File: src/rtl/ks_seq_pkg.sv
// ks_seq_pkg: shared widths, pattern entry and sequencer state for the KS pluck sequencer
package ks_seq_pkg;
  localparam int NUM_STEPS = 8;
  localparam int PERIOD_WIDTH = 10;
  localparam int TEMPO_WIDTH = 16;
  localparam int STEP_IDX_W = $clog2(NUM_STEPS);
  localparam logic [PERIOD_WIDTH-1:0] DEFAULT_PERIOD = 10'h200;
  typedef struct packed {
    logic en;
    logic [PERIOD_WIDTH-1:0] period;
  } step_t;
  typedef enum logic {IDLE, RUN} state_t;
endpackage

File: src/rtl/ks_pluck_sequencer_if.sv
// ks_pluck_sequencer_if: pluck handshake between the sequencer (master) and the KS core (slave)
interface ks_pluck_sequencer_if #(parameter int PERIOD_WIDTH = ks_seq_pkg::PERIOD_WIDTH);
  logic ks_ready;
  logic [PERIOD_WIDTH-1:0] ks_period;
  logic ks_pluck;
  modport master (input ks_ready, output ks_period, ks_pluck);
  modport slave (output ks_ready, input ks_period, ks_pluck);
endinterface

File: src/rtl/ks_seq_tempo_counter.sv
// ks_seq_tempo_counter: frames-per-step divider with step_boundary pulse; odd-step swing under KS_SEQ_SWING_EN
module ks_seq_tempo_counter #(
  parameter int TEMPO_WIDTH = ks_seq_pkg::TEMPO_WIDTH
) (
  input  logic                   clk,
  input  logic                   rst_n,
  input  logic                   active,
  input  logic                   sample_tick,
  input  logic                   odd_step,
  input  logic [TEMPO_WIDTH-1:0] tempo_div,
  input  logic [TEMPO_WIDTH-1:0] swing,
  output logic                   step_boundary
);
  logic [TEMPO_WIDTH-1:0] cnt, eff_m1, reload;
  assign eff_m1 = tempo_div == '0 ? '0 : tempo_div - 1;
`ifdef KS_SEQ_SWING_EN
  logic [TEMPO_WIDTH:0] swung;
  assign swung = {1'b0, eff_m1} + {1'b0, swing};
  assign reload = odd_step ? (swung[TEMPO_WIDTH] ? '1 : swung[TEMPO_WIDTH-1:0]) : eff_m1;
`else
  logic unused_swing;
  assign unused_swing = ^{swing, odd_step};
  assign reload = eff_m1;
`endif
  assign step_boundary = active & sample_tick & (cnt == '0);
  always_ff @(posedge clk or negedge rst_n)
    if (!rst_n) cnt <= '0;
    else if (!active) cnt <= '0;
    else if (sample_tick) cnt <= cnt == '0 ? reload : cnt - 1;
endmodule

File: src/rtl/ks_pluck_sequencer.sv
// ks_pluck_sequencer: step pattern + manual pluck arbiter feeding the KS core; KS_SEQ_SWING_EN enables odd-step swing
module ks_pluck_sequencer #(
  parameter int NUM_STEPS = ks_seq_pkg::NUM_STEPS,
  parameter int PERIOD_WIDTH = ks_seq_pkg::PERIOD_WIDTH,
  parameter int TEMPO_WIDTH = ks_seq_pkg::TEMPO_WIDTH,
  parameter logic [PERIOD_WIDTH-1:0] DEFAULT_PERIOD = ks_seq_pkg::DEFAULT_PERIOD
) (
  input  logic                           clk,
  input  logic                           rst_n,
  input  logic                           sample_tick,
  input  logic                           seq_en,
  input  logic [$clog2(NUM_STEPS):0]     seq_len,
  input  logic [TEMPO_WIDTH-1:0]         tempo_div,
  input  logic [TEMPO_WIDTH-1:0]         swing,
  input  logic                           wr_en,
  input  logic [$clog2(NUM_STEPS)-1:0]   wr_addr,
  input  logic [PERIOD_WIDTH:0]          wr_data,
  input  logic                           manual_pluck,
  input  logic [PERIOD_WIDTH-1:0]        manual_period,
  output logic [$clog2(NUM_STEPS)-1:0]   cur_step,
  output logic                           running,
  output logic                           overrun,
  input  logic                           clear_overrun,
  ks_pluck_sequencer_if.master           ks
);
  import ks_seq_pkg::*;
  localparam int SW = $clog2(NUM_STEPS);
  state_t state;
  logic [PERIOD_WIDTH:0] pattern [NUM_STEPS];
  logic [PERIOD_WIDTH:0] step_now;
  logic [SW:0] len_eff;
  logic [SW-1:0] next_step;
  logic active, boundary, manual_q, man_edge, seq_req, req_v, can_go, go, ovr_ev;
  logic slot_v, slot_v_n, pluck_r;
  logic [PERIOD_WIDTH-1:0] slot_p, slot_p_n, req_p, go_p, period_r;
  ks_seq_tempo_counter #(.TEMPO_WIDTH(TEMPO_WIDTH)) u_tempo (
    .clk           (clk),
    .rst_n         (rst_n),
    .active        (active),
    .sample_tick   (sample_tick),
    .odd_step      (cur_step[0]),
    .tempo_div     (tempo_div),
    .swing         (swing),
    .step_boundary (boundary)
  );
  assign running = state == RUN;
  assign ks.ks_pluck = pluck_r;
  assign ks.ks_period = period_r;
  always_comb begin
    active = running & seq_en;
    len_eff = seq_len == '0 ? (SW+1)'(NUM_STEPS) : seq_len;
    next_step = ({1'b0, cur_step} + 1 >= len_eff) ? '0 : cur_step + 1;
    step_now = pattern[cur_step];
    seq_req = boundary & step_now[PERIOD_WIDTH];
    man_edge = manual_pluck & ~manual_q;
    req_v = man_edge | seq_req;
    req_p = man_edge ? manual_period : step_now[PERIOD_WIDTH-1:0];
    // pluck spacing guard: a delivery cycle can never be followed by another
    can_go = ks.ks_ready & ~pluck_r;
    go = can_go & (slot_v | req_v);
    go_p = slot_v ? slot_p : req_p;
    slot_v_n = slot_v ? (~can_go | req_v) : (req_v & ~can_go);
    slot_p_n = req_v ? req_p : slot_p;
    ovr_ev = (man_edge & seq_req) | (slot_v & ~can_go & req_v);
  end
  always_ff @(posedge clk or negedge rst_n)
    if (!rst_n) begin
      state <= IDLE;
      cur_step <= '0;
      manual_q <= 1'b0;
      slot_v <= 1'b0;
      slot_p <= '0;
      pluck_r <= 1'b0;
      period_r <= DEFAULT_PERIOD;
      overrun <= 1'b0;
      for (int i = 0; i < NUM_STEPS; i++) pattern[i] <= '0;
    end else begin
      state <= seq_en ? RUN : IDLE;
      cur_step <= !active ? '0 : boundary ? next_step : cur_step;
      manual_q <= manual_pluck;
      slot_v <= slot_v_n;
      slot_p <= slot_p_n;
      pluck_r <= go;
      if (go) period_r <= go_p;
      overrun <= ovr_ev | (overrun & ~clear_overrun);
      if (wr_en) pattern[wr_addr] <= wr_data;
    end
endmodule

File: src/flat_wrapper.sv
// flat-port wrapper written by rule: the top's interface ports become plain ports
module ks_pluck_sequencer_flat import ks_seq_pkg::*;
#(
  parameter int NUM_STEPS = ks_seq_pkg::NUM_STEPS,
  parameter int PERIOD_WIDTH = ks_seq_pkg::PERIOD_WIDTH,
  parameter int TEMPO_WIDTH = ks_seq_pkg::TEMPO_WIDTH,
  parameter logic [PERIOD_WIDTH-1:0] DEFAULT_PERIOD = ks_seq_pkg::DEFAULT_PERIOD
)
  (clk, rst_n, sample_tick, seq_en, seq_len, tempo_div, swing, wr_en, wr_addr, wr_data, manual_pluck, manual_period, cur_step, running, overrun, clear_overrun, ks_ks_ready, ks_ks_period, ks_ks_pluck);
  ks_pluck_sequencer_if #(.PERIOD_WIDTH(PERIOD_WIDTH)) ks_i ();
  input  logic clk;
  input  logic rst_n;
  input  logic sample_tick;
  input  logic seq_en;
  input  logic [$clog2(NUM_STEPS):0] seq_len;
  input  logic [TEMPO_WIDTH-1:0] tempo_div;
  input  logic [TEMPO_WIDTH-1:0] swing;
  input  logic wr_en;
  input  logic [$clog2(NUM_STEPS)-1:0] wr_addr;
  input  logic [PERIOD_WIDTH:0] wr_data;
  input  logic manual_pluck;
  input  logic [PERIOD_WIDTH-1:0] manual_period;
  output logic [$clog2(NUM_STEPS)-1:0] cur_step;
  output logic running;
  output logic overrun;
  input  logic clear_overrun;
  input wire logic [$bits(ks_i.ks_ready)-1:0] ks_ks_ready;
  output wire logic [$bits(ks_i.ks_period)-1:0] ks_ks_period;
  output wire logic [$bits(ks_i.ks_pluck)-1:0] ks_ks_pluck;
  assign ks_i.ks_ready = ks_ks_ready;
  assign ks_ks_period = ks_i.ks_period;
  assign ks_ks_pluck = ks_i.ks_pluck;
  ks_pluck_sequencer #(.NUM_STEPS(NUM_STEPS), .PERIOD_WIDTH(PERIOD_WIDTH), .TEMPO_WIDTH(TEMPO_WIDTH), .DEFAULT_PERIOD(DEFAULT_PERIOD)) u_core (.clk(clk), .rst_n(rst_n), .sample_tick(sample_tick), .seq_en(seq_en), .seq_len(seq_len), .tempo_div(tempo_div), .swing(swing), .wr_en(wr_en), .wr_addr(wr_addr), .wr_data(wr_data), .manual_pluck(manual_pluck), .manual_period(manual_period), .cur_step(cur_step), .running(running), .overrun(overrun), .clear_overrun(clear_overrun), .ks(ks_i));
endmodule
File: config.mk
export PLATFORM = sky130hd
export DESIGN_NAME = ks_pluck_sequencer_flat
export DESIGN_NICKNAME = d
export VERILOG_FILES = /design/src/rtl/ks_seq_pkg.sv /design/src/rtl/ks_pluck_sequencer_if.sv /design/src/rtl/ks_seq_tempo_counter.sv /design/src/rtl/ks_pluck_sequencer.sv /design/src/flat_wrapper.sv
export SDC_FILE = /design/constraint.sdc
export NUM_CORES = 1
export LEC_CHECK = 0
export BUFFER_PORTS_ARGS = -buffer_cell sky130_fd_sc_hd__buf_2
export CORE_ASPECT_RATIO = 1.4
export CORE_UTILIZATION = 25
export DETAILED_ROUTE_END_ITERATION = 16
export HOLD_SLACK_MARGIN = 0.06
export PLACE_DENSITY = 0.43
export REMOVE_ABC_BUFFERS = 1
export SLEW_MARGIN = 30
export SYNTH_ARGS = -nofsm -noshare
export SYNTH_HDL_FRONTEND = slang
export SYNTH_SLANG_ARGS = --single-unit
File: constraint.sdc
create_clock -name clk -period 3.8 [get_ports clk]
set_input_delay 0.76 -clock clk [delete_from_list [all_inputs] [get_ports clk]]
set_output_delay 0.76 -clock clk [all_outputs]
set_load 0.05 [all_outputs]
* Word level (Yosys, flattened, before mapping)
Index checks and enable logic that the tools add are counted.
Storage, ports and cells: register bits after elaboration 132, output and inout bits 16, word-level logic and storage cells 71
Cells by class: reduce and logical (&&, ||, !) cells 4, muxes and demuxes 18, magnitude comparators 4, bitwise gates (word level) 23, add/subtract/negate cells 3, equal/unequal tests 2
Operators by type and width (count):
- $bwmux 88 | 1
- $mux 16 | 4
- $bmux 11 s3 | 1
- $demux 11 s3 | 1
- $mux 11 | 3
- $logic_not 16->1 | 2
- $sub 16x1->16 const B | 2
- $mux 10 | 2
- $and 1x1->1 | 12
- $mux 3 | 3
- $ge 4x4->1 const B | 2
- $not 3->4 | 2
- $or 1x1->1 | 5
- $add 3x1->4 const B | 1
- $ge 4x4->1 | 1
- $logic_not 4->1 | 1
- $lt 4x1->1 const B | 1
- $mux 4 | 1
- $ne 2x2->1 const B | 2
- $not 1->1 | 4
- $mux 1 | 2
- $logic_and 1x1->1 | 1

* Depth between registers and ports, before layout
Gate-level depths: netlist of the first run.
depth in word-level cells 9, gate-level depth with buffers 9

* Hierarchy
Synthesis of the first run repeated with hierarchy kept, for this count alone.
Second synthesis, totals: cell total of the unflattened synthesis 628, area total of the unflattened synthesis 6985.4 um2
Modules (own cells, without submodules):
- ks_pluck_sequencer | sequential area each 2904.0 um2, area each 5561.6 um2, instances 1, cells an instance 456
- ks_seq_tempo_counter | sequential area each 400.4 um2, area each 1423.9 um2, instances 1, cells an instance 172

* Worst setup path after synthesis of the first run
Ideal clock, no wire load.
path type input -> register, from input port tempo_div[4], to register u_core.u_tempo.cnt[10], arrival 2.470 ns, library setup time 0.124 ns, slack 1.206 ns, stages 5, required time 3.676 ns, path buffers 0, cell sequence nor4_1 > nand4_1 > o211ai_1 > nor2_1 > a211o_1
Between the ends: word-level cells in the longest chain between the ends 5, elaborated cells on any way between the ends 6, classes of those cells add/sub (1); mux (4); reduce/logical (1)
Ends and longest elaborated chain:
- from (decl) | RTL line flat_wrapper.sv:16 | input logic [TEMPO_WIDTH-1:0] tempo_div;
- $sub 16x1->16 or $logic_not 16->1 (tied branches) | RTL line ks_seq_tempo_counter.sv:15 | assign eff_m1 = tempo_div == '0 ? '0 : tempo_div - 1;
- $mux 16 (*) | RTL line ks_seq_tempo_counter.sv:15
- $mux 16 (*) (2 in a row) | RTL line ks_seq_tempo_counter.sv:29 | else if (sample_tick) cnt <= cnt == '0 ? reload : cnt - 1;
- $mux 16 (*) | RTL line ks_seq_tempo_counter.sv:28 | else if (!active) cnt <= '0;
- to (signal assigned) | RTL line ks_seq_tempo_counter.sv:29
- to (decl) | RTL line ks_seq_tempo_counter.sv:14 | logic [TEMPO_WIDTH-1:0] cnt, eff_m1, reload;
Every way passes the cells marked *; elsewhere a longest branch is shown, timed or not. The select of a mux whose other input is x is not followed. A chain may end at the register's enable or synchronous reset.

* Final worst setup path of the first run
from register u_core.u_tempo.cnt[2], to register u_core.period_r[8], in the netlist u_core.ks.ks_period[8]
Between the ends: word-level cells in the longest chain between the ends 6
Ends and longest elaborated chain:
- $logic_not 16->1 | RTL line ks_seq_tempo_counter.sv:25 | assign step_boundary = active & sample_tick & (cnt == '0);
- $and 1x1->1 | RTL line ks_seq_tempo_counter.sv:25
- $and 1x1->1 | RTL line ks_pluck_sequencer.sv:54 | seq_req = boundary & step_now[PERIOD_WIDTH];
- $or 1x1->1 | RTL line ks_pluck_sequencer.sv:56 | req_v = man_edge | seq_req;
- $or 1x1->1 | RTL line ks_pluck_sequencer.sv:60 | go = can_go & (slot_v | req_v);
- $and 1x1->1 | RTL line ks_pluck_sequencer.sv:60
- to (signal assigned) | RTL line ks_pluck_sequencer.sv:84 | if (go) period_r <= go_p;
- to (decl) | RTL line ks_pluck_sequencer.sv:35 | logic [PERIOD_WIDTH-1:0] slot_p, slot_p_n, req_p, go_p, period_r;
Every way passes these cells.

==> run summary, run 1 <==
Initial antenna violation count: 1
Cell area power density: 663 nW/um2
First-pass GRT wire length: 26.9 mm
GRT Residual Overflow: 0
Endpoints failing setup: 0
DRT iter0 DRCs: 166
Placed insts: 979
Worst EP required: 4100 ps
Area growth from synthesis to layout: 21.0%
Main synth FF type: dfrtp_1
Max-Cap Viols: 0
Sequential area share after synthesis: 0.488
Avg WL per Cell: 16.8 um
Leak pwr: 0.00345 uW
Register area: 3310 um2
Routability cong.: 0.754
Area occupied by multi-input gates: 3270 um2
Share of cells above drive strength 1: 0.392
Die Wd: 141 um
Slew Viols, Final: 0
Status: finished, final reports clean
Worst-Skew Late Latency: 410 ps
Vias in the first global route: 4995
Worst Path Arrival: 3020 ps
Fillers: 2677
Clk buf depth: 2
GR Util met1: 0.151
Initial core utilization: 0.257
H-tree depth: 4
Diode count: 0
IO Count: 84
RSZ-0062 raised after global routing: false
Post-DP HPWL: 12.0 mm
CTS tree: done
Distinct cells, synth: 54
Root Driver: clkbuf_16
# DRC: 0
Met2 usage: 0.227
Post-cts gate resize count: 0
Gr busiest metal: met2
Setup TNS: 0 ps
Async S/R FF share, synth: 1.00
Final WL: 17.0 mm
Fin nets: 714
CP Launch Type: flop
Routed vias/inst: 4.74
Hold Vio Cnt, Final: 0
Tot GR Track Use: 0.128
Post-Syn Area per Cell: 11.9 um2
Vias: 4797
Synth area leader: dfrtp_1
Die height: 197 um
Post-synth EDFFs: 0
Fin crit share: 0.716
Relative slew margins: 0.395
Area share of the largest cell type after synthesis: 0.484
Min-Delay Path Class: in -> async
Total Die Area: 27800 um2
Clk sinks: 132
Worst-path clk slew: 60 ps
Post-layout minimum cycle time: 2720 ps
Fmax: 368 MHz
Cell Rows: 70
Routed Antenna Nets: 0
Worst-path maximum fanout: 11
Gate count of the mapped netlist: 568
Pre-antenna DRT Iters: 4
Largest cells by area after synthesis: dfrtp_1 (48%), mux2_2 (18%), mux4_2 (4.0%)
CTS Hold Bufs: 0
Register-to-Register Path Depth: 5
Largest net degree at the start of global routing: 67
Post-Layout Cell Count: 1011
R2r setup slk: 1080 ps
Setup Buffers After CTS: 0
Kind of critical path: reg -> reg
FF+latch count, synth: 132
Clock buffers created by TritonCTS: 17
Port Buffer Count: 67
Count leader, synth: dfrtp_1
Clk_skew: 7.30 ps
CORE AREA: 26400 um2
Worst VDD drop: 0.283 mV
Synth cell count leaders: dfrtp_1 (131), mux2_2 (111), a21oi_1 (32), nor2_1 (28), nor3_1 (23)
GR Util met3: 0.0260
CP Capture Type: flop
Mapped Area: 6770 um2
Synth warn: 0
Worst-margin pin slew: 902 ps
## power breakdown
group,internal (uW),leakage (uW),switching [uW]
registers,1780,0.00161,219
logic,761,0.00153,1010
clock network,1060,0.000302,606
total,3600,0.00345,1840
## sequential cells by signal (all words and copies together) (netlist names)
| register | flops |
|---|---|
| u_core.ks.ks_pluck | 1 |
| u_core.u_tempo.cnt | 16 |
| u_core.manual_q | 1 |
| u_core.running | 1 |
| u_core.ks.ks_period | 10 |
| u_core.pattern | 88 |
| u_core.cur_step | 3 |
| u_core.slot_v | 1 |
| u_core.overrun | 1 |
| u_core.slot_p | 10 |
## worst paths after layout
path | start | end
max in group asynchronous | rst_n | u_core.ks.ks_period[9]
setup / recovery | u_core.u_tempo.cnt[2] | u_core.ks.ks_period[8]
hold reg to reg | u_core.ks.ks_period[6] | u_core.ks.ks_period[6]
hold / removal | rst_n | u_core.pattern[79]
setup reg to reg | u_core.u_tempo.cnt[2] | u_core.ks.ks_period[8]
min in group clk | manual_pluck | u_core.manual_q
## worst max-delay path, stage by stage, from the launching register on
cell and delay (ps):
dfrtp_1 420, or4_1 670, nor4_4 360, nand3_2 200, a21oi_2 560, mux2_2 400
## area by class of cell
class,instances,area share
tap,360,0.0550
sequential,132,0.403
inverter,19,0.00870
clock inverter,13,0.0192
timing repair buffer,85,0.0597
clock buffer,19,0.0553
multi-input combinational,383,0.399
## cells in the final DEF (no fill, tap or decap), types with 3 or more instances in the layout
cell type	n
dfrtp_1	130
mux2_2	111
buf_2	66
a21oi_1	32
nor2_1	28
nor3_1	21
mux2i_1	21
nand2_1	20
inv_1	19
clkbuf_16	17
buf_4	17
o22ai_1	14
mux4_2	12
a221oi_1	10
o21ai_0	9
ha_1	8
xor2_1	7
nand2b_1	7
nand3_1	7
or4_1	5
nand4_1	5
xnor2_1	5
clkinv_2	5
nor4_1	4
nand4b_1	4
clkinv_4	4
nor2b_1	3
o21a_1	3
or3_1	3
or2_2	3
o211ai_1	3
a31oi_1	3
o221ai_1	3
bufinv_16	3
## cell families after synthesis
| kind of cell | count (synthesis) | share of synthesized area |
|---|---|---|
| adders and majority gates | 9 | 0.0163 |
| AOI/OAI and AO/OA | 95 | 0.0950 |
| and+or+nand+nor | 123 | 0.0976 |
| muxes | 144 | 0.256 |
| DFF | 132 | 0.488 |
| xor gates and xnor gates | 12 | 0.0155 |
| buffers and inverters | 53 | 0.0322 |
## per-stage QoR
stage / hold slack [ps] / total power (uW) / utilization / setup WS, ps / cell area, um2
global placement: 482 / 3740 / 0.288 / 967 / 7580
finish: 336 / 5440 / 0.311 / 1080 / 8200
floorplan: 464 / 3280 / - / 465 / 6630
global route: 382 / 5750 / 0.311 / 867 / 8200
CTS: 454 / 5500 / 0.311 / 1030 / 8190
detailed placement: 489 / 3800 / 0.288 / 881 / 7580
## metal layers
metal,routed length (um),vias up
met1,7280,2424
met2,8810,105
met4,263,2
met5,8,-
li1,-,2248
met3,603,18
Note: power is estimated with default switching activity, not from simulation.
==> run 2, diff against run 1 <==
- ABC_AREA: default -> 1
- clock period: 3.8 -> 2.8 ns (I/O delays scaled with it)
==> run 2 against run 1 <==
Die area grew 5.7%. Sequential share of layout area down 1.6 points. Critical path depth down 3. Utilization decreased by 0.96 points. Global-route usage is 1.5 points higher. Power increased by 42%. Synthesized area rose by 5.8%. Worst hold slack got worse by 200 ps. Highest routed layer is now met4. Clock skew increased by 2.3 ps. Sequential cell count unchanged. Non-clock buffer count down 1. Clock power grew 37%.
==> run summary, run 2 <==
Status: finished, final reports clean
Sequential area share after synthesis: 0.461
GRT Residual Overflow: 0
IO Count: 84
Routability cong.: 0.828
Distinct cells, synth: 34
Main synth FF type: dfrtp_1
Post-synth EDFFs: 0
Min-Delay Path Class: in -> async
Most flops, register: u_core.pattern
Setup WS post-layout: 704 ps
Tot GR Track Use: 0.143
Register-to-Register Path Depth: 12
First-pass GRT wire length: 32.5 mm
Pre-CTS setup slack: 346 ps
Cell area power density: 906 nW/um2
Total Die Area: 29400 um2
Initial antenna violation count: 0
Endpoints failing setup: 0
Clk buf depth: 2
CTS Hold Bufs: 0
Gate count of the mapped netlist: 990
Synth area leader: dfrtp_1
Fmax: 477 MHz
Placed cell areas: 7930 um2
Slew Viols, Final: 0
Met2 usage: 0.267
GR Util met1: 0.163
Worst R2R End: u_core.ks.ks_period[9]
CTS tree: done
Routed vias/inst: 4.23
Buf+Inv Stages, Crit Path: 2
CP max stage cell: dfrtp_1
Cell Chain, Critical Path: buf_4, buf_2
Synth warn: 0
Comb pwr share: 0.360
Kind of critical path: reg -> out
Synth cell count leaders: nand2_1 (371), dfrtp_1 (131), o21ai_0 (119), inv_1 (92), nand3_1 (71)
Avg WL per Cell: 13.6 um
H-tree depth: 4
Worst-margin pin slew: 808 ps
Worst-path clk slew: 60 ps
Fillers: 3168
Routed Antenna Nets: 0
Fin nets: 1125
Worst VDD drop: 0.341 mV
FF+latch count, synth: 132
Finished Cell Area: 8530 um2
DRT iter0 DRCs: 283
Mapped Area: 7170 um2
Final WL: 19.6 mm
Sw Pwr: 2970 uW
Switch share: 0.384
Largest cells by area after synthesis: dfrtp_1 (46%), nand2_1 (19%), o21ai_0 (8.3%)
Pre-antenna DRT Iters: 4
Worst r2r src: u_core.u_tempo.cnt[0]
Commonest non-fill, non-tap cells in the layout: nand2_1 (371), dfrtp_1 (130), o21ai_0 (119)
Area share of the largest cell type after synthesis: 0.457
Largest regs: u_core.pattern: 88 flops, u_core.u_tempo.cnt: 16 flops
Flop pwr share: 0.344
Diode count: 0
GR Util met3: 0.0230
Worst-Skew Late Latency: 420 ps
Area growth from synthesis to layout: 19.1%
Vias in the first global route: 6045
Initial core utilization: 0.253
Hold Vio Cnt, Final: 0
Worst Path Arrival: 1540 ps
Clock buffers created by TritonCTS: 17
Max FFs per register: 88
Async S/R FF share, synth: 1.00
Post-DP HPWL: 13.3 mm
Count leader, synth: nand2_1
Worst EP required: 2240 ps
Clk sinks: 132
CP max stage delay: 410 ps
Setup Buffers After CTS: 0
Share of cells above drive strength 1: 0.146
Crit path max-delay family: buffers and inverters
R2r setup slk: 790 ps
Max-Cap Viols: 0
Gr busiest metal: met2
# DRC: 0
Root Driver: clkbuf_16
Relative slew margins: 0.460
Fin crit share: 0.748
Post-Syn Area per Cell: 7.24 um2
Vias: 6079
Die height: 202 um
Clock network power share: 0.295
Cell Rows: 73
CORE AREA: 28300 um2
Port Buffer Count: 67
Tot Pwr: 7730 uW
Clk_skew: 9.65 ps
RSZ-0062 raised after global routing: false
Post-layout minimum cycle time: 2100 ps
Die Wd: 145 um
Largest net degree at the start of global routing: 67
P_int: 4760 uW
Worst-path maximum fanout: 23
Post-cts gate resize count: 0
Most common cell after layout, fill and taps aside: nand2_1
CP Capture Type: output port
CP Launch Type: flop
Leak pwr: 0.00439 uW
[run 2: kinds of logic (layout without fill, tap and decap cells)]
group,after synthesis,count (layout),share of synthesized area
and+or+nand+nor,547,547,0.317
AOI/OAI and AO/OA,143,143,0.102
buffers and inverters,139,211,0.0796
DFF,132,132,0.461
xor gates and xnor gates,21,21,0.0257
adders and majority gates,8,8,0.0140
[run 2: power by group through the flow]
stage	Sequential [uW]	Combinational [uW]	Clock [uW]
after floorplan	2940	1830	0
after global placement	2690	2820	0
after detailed placement	2690	2840	0
after CTS	2660	2850	2360
after global routing	2730	3220	2430
final	2660	2790	2280
[run 2: worst max path at each step]
stage | startpoint | to | slack [ps] | depth (start not counted)
2_1_floorplan | u_core.cur_step[0] | u_core.slot_v | -530 | 9
4_1_cts | u_core.cur_step[1] | cur_step[1] | 660 | 2
3_5_place_dp | tempo_div[0] | u_core.u_tempo.cnt[8] | 350 | 10
5_1_grt | u_core.cur_step[0] | u_core.ks.ks_period[5] | 540 | 11
3_3_place_gp | tempo_div[0] | u_core.u_tempo.cnt[14] | 360 | 12
6_report | u_core.cur_step[1] | cur_step[1] | 700 | 2
[run 2: metrics by stage]
stage	util	hold WS (ps)	cells	TNS, ps
2_1_floorplan	-	264	946	-11460
3_3_place_gp	0.280	456	1405	0
3_5_place_dp	0.280	456	1405	0
4_1_cts	0.301	176	1437	0
5_1_grt	0.301	201	1437	0
6_report	0.301	139	1437	0
[run 2: routing by layer]
layer  part of all wire  routed length [um]
met4              0.013                 247
met2               0.52               10200
met5                  0                   0
met1               0.45                8750
met3              0.020                 396
[run 2: cell type report]
type,count,area [um2],area share
repair buffers,84,507,0.0594
multi-input cells,719,3300,0.386
clock inverters,8,125,0.0147
well taps,375,469,0.0550
clock buffers,24,472,0.0553
flip-flops and latches,132,3310,0.388
inverters,95,357,0.0418
==> run 3, diff against run 2 <==
- ABC_AREA: 1 -> 0
- clock period: 2.8 -> 2.2 ns (I/O delays scaled with it)
==> run 3 against run 2 <==
The run now ends with negative setup slack left. First-iteration DRC count fell by 32%. Clock-buffer cell count decreased by 2. Cell count is 26% lower. Die area is 5.4% lower. Sequential power rose by 27%. Routed wire length decreased by 10%. Sequential share of layout area decreased by 0.97 points. Worst hold slack gained 9.1 ps. Register-to-register slack worse by 930 ps. Largest cell class is now multi-input combinational cells.
==> run summary, run 3 (synthesis results as in run 1) <==
Die height: 197 um
Vias in the first global route: 5399
Kind of critical path: reg -> reg
Max FFs per register: 88
CP Capture Type: flop
Post-Layout Cell Count: 1066
Register area: 3310 um2
Share of cells above drive strength 1: 0.462
Cell area power density: 1140 nW/um2
Pre-antenna DRT Iters: 4
Root Driver: clkbuf_16
Clk buf depth: 2
Area occupied by multi-input gates: 3420 um2
Endpoints failing setup: 27
Largest regs: u_core.pattern: 88 flops, u_core.u_tempo.cnt: 16 flops
Initial antenna violation count: 1
CTS tree: done
Commonest non-fill, non-tap cells in the layout: dfrtp_1 (129), mux2_2 (100), buf_2 (66)
Avg WL per Cell: 16.5 um
CP max stage cell: or4_4
Fin nets: 770
Area growth from synthesis to layout: 29.3%
Worst-margin pin slew: 578 ps
Clk_skew: 10.8 ps
Hold Vio Cnt, Final: 0
Cell Chain, Critical Path: inv_2, ha_4, or3b_4, or4_4, buf_4, nand2_2, o22ai_1, a221o_1
GRT Residual Overflow: 0
Vias: 5015
# DRC: 0
Worst-path clk slew: 60 ps
Worst VDD drop: 0.420 mV
Most common cell after layout, fill and taps aside: dfrtp_1
First-pass GRT wire length: 28.5 mm
Diode count: 0
Routability cong.: 0.793
Worst Path Arrival: 2630 ps
Hold Path Sink: u_core.manual_q
Max-Cap Viols: 0
Fillers: 2650
Final WL: 17.5 mm
Worst r2r src: u_core.u_tempo.cnt[1]
Worst-path maximum fanout: 3
CP max stage delay: 590 ps
Setup WS post-layout: -138 ps
Worst-Skew Late Latency: 410 ps
Clk sinks: 132
Tot Pwr: 9980 uW
Cell Rows: 70
Die Wd: 141 um
Routed Antenna Nets: 0
Final Util: 0.332
Worst EP required: 2490 ps
Relative slew margins: 0.615
Initial core utilization: 0.257
CORE AREA: 26400 um2
Min-Delay Path Class: in -> reg
Failing checks: negative setup slack
Worst Hold Depth: 1
Fmax: 428 MHz
Largest net degree at the start of global routing: 50
Crit path max-delay family: simple AND/OR/NAND/NOR gates
Fin crit share: 1.06
Clock buffers created by TritonCTS: 17
Post-layout minimum cycle time: 2340 ps
Leak pwr: 0.00374 uW
Port Buffer Count: 67
Post-DP HPWL: 12.8 mm
Slew Viols, Final: 0
Register-to-Register Path Depth: 8
Total Die Area: 27800 um2
Routed vias/inst: 4.70
DRT iter0 DRCs: 192
Worst hold start: manual_pluck
Placed insts: 1026
IO Count: 84
Tot GR Track Use: 0.135
Setup TNS: -1680 ps
CP Launch Type: flop
Worst R2R End: u_core.u_tempo.cnt[12]
R2r setup slk: -140 ps
Most flops, register: u_core.pattern
H-tree depth: 4
RSZ-0062 raised after global routing: true
Status: finished, violations left
Buf+Inv Stages, Crit Path: 2
-- run 3: cell count changes in the layout (fill, tap and decap cells not counted), moves of 13 or more --
cell and delta:
nor3_1 +18, or2_2 -18, nand2_1 -352, o21ai_0 -114
o22ai_1 +13, nand3_1 -64, mux2i_1 +21, buf_4 +47
mux2_2 +100, inv_1 -75, nor2_1 -34
-- run 3: area by class of cell --
| cell class | count | share of cell area |
|---|---|---|
| Multi-Input combinational cell | 383 | 0.391 |
| Sequential cell | 132 | 0.378 |
| Timing Repair Buffer | 141 | 0.112 |
| Clock buffer | 22 | 0.0530 |
| Tap cell | 360 | 0.0515 |
| Inverter | 19 | 0.00815 |
| Clock inverter | 9 | 0.00658 |
-- run 3: worst max-delay path by stage --
stage | slack, ps | end | start | cells past startpoint
after detailed placement | -260 | u_core.cur_step[2] | u_core.u_tempo.cnt[2] | 5
after global placement | -220 | u_core.cur_step[2] | u_core.u_tempo.cnt[2] | 5
after global routing | -200 | u_core.cur_step[2] | u_core.u_tempo.cnt[1] | 7
final | -140 | u_core.u_tempo.cnt[12] | u_core.u_tempo.cnt[1] | 8
after CTS | -110 | u_core.ks.ks_period[1] | u_core.u_tempo.cnt[1] | 8
after floorplan | -1130 | u_core.cur_step[2] | u_core.cur_step[0] | 7
-- run 3: routing by layer --
| layer | global-route usage | share of wire | up-vias |
|---|---|---|---|
| met3 | 0.0347 | 0.037 | 13 |
| met1 | 0.155 | 0.42 | 2519 |
| met5 | 0 | 0.00080 | - |
| met2 | 0.241 | 0.53 | 111 |
| met4 | 0.0431 | 0.014 | 2 |
| li1 | - | - | 2370 |
-- run 3: metrics by stage --
| step | hold WS [ps] | setup slack, ps | cell area [um2] |
|---|---|---|---|
| CTS | 132 | -109 | 8600 |
| detailed placement | 468 | -256 | 7960 |
| floorplan | 144 | -1130 | 6630 |
| global placement | 460 | -223 | 7960 |
| global route | 126 | -196 | 8750 |
| finish | 148 | -138 | 8750 |
-- run 3: where the power goes --
part / total, uW / switching (uW) / internal, uW / leakage, uW
Clock: 2500 / 1020 / 1480 / 0.000244
Sequential: 3390 / 319 / 3070 / 0.00161
Combinational: 4100 / 2070 / 2030 / 0.00189
-- run 3: worst register-to-register path, cell delays in order, from the launching register on --
cell and delay (ps):
dfrtp_1 390, inv_2 90, ha_4 120, or3b_4 390, or4_4 590, buf_4 160
nand2_2 60, o22ai_1 60, a221o_1 340
-- run 3: timing repair --
action | in CTS | in global routing
cloned | 0 | 0
pin swaps | 7 | 15
endpoints found under the hold margin | 38 | 0
hold buffers | 1 | 0
endpoints found under the setup margin | 39 | 39
resized for setup | 28 | 21
setup buffers | 1 | 7
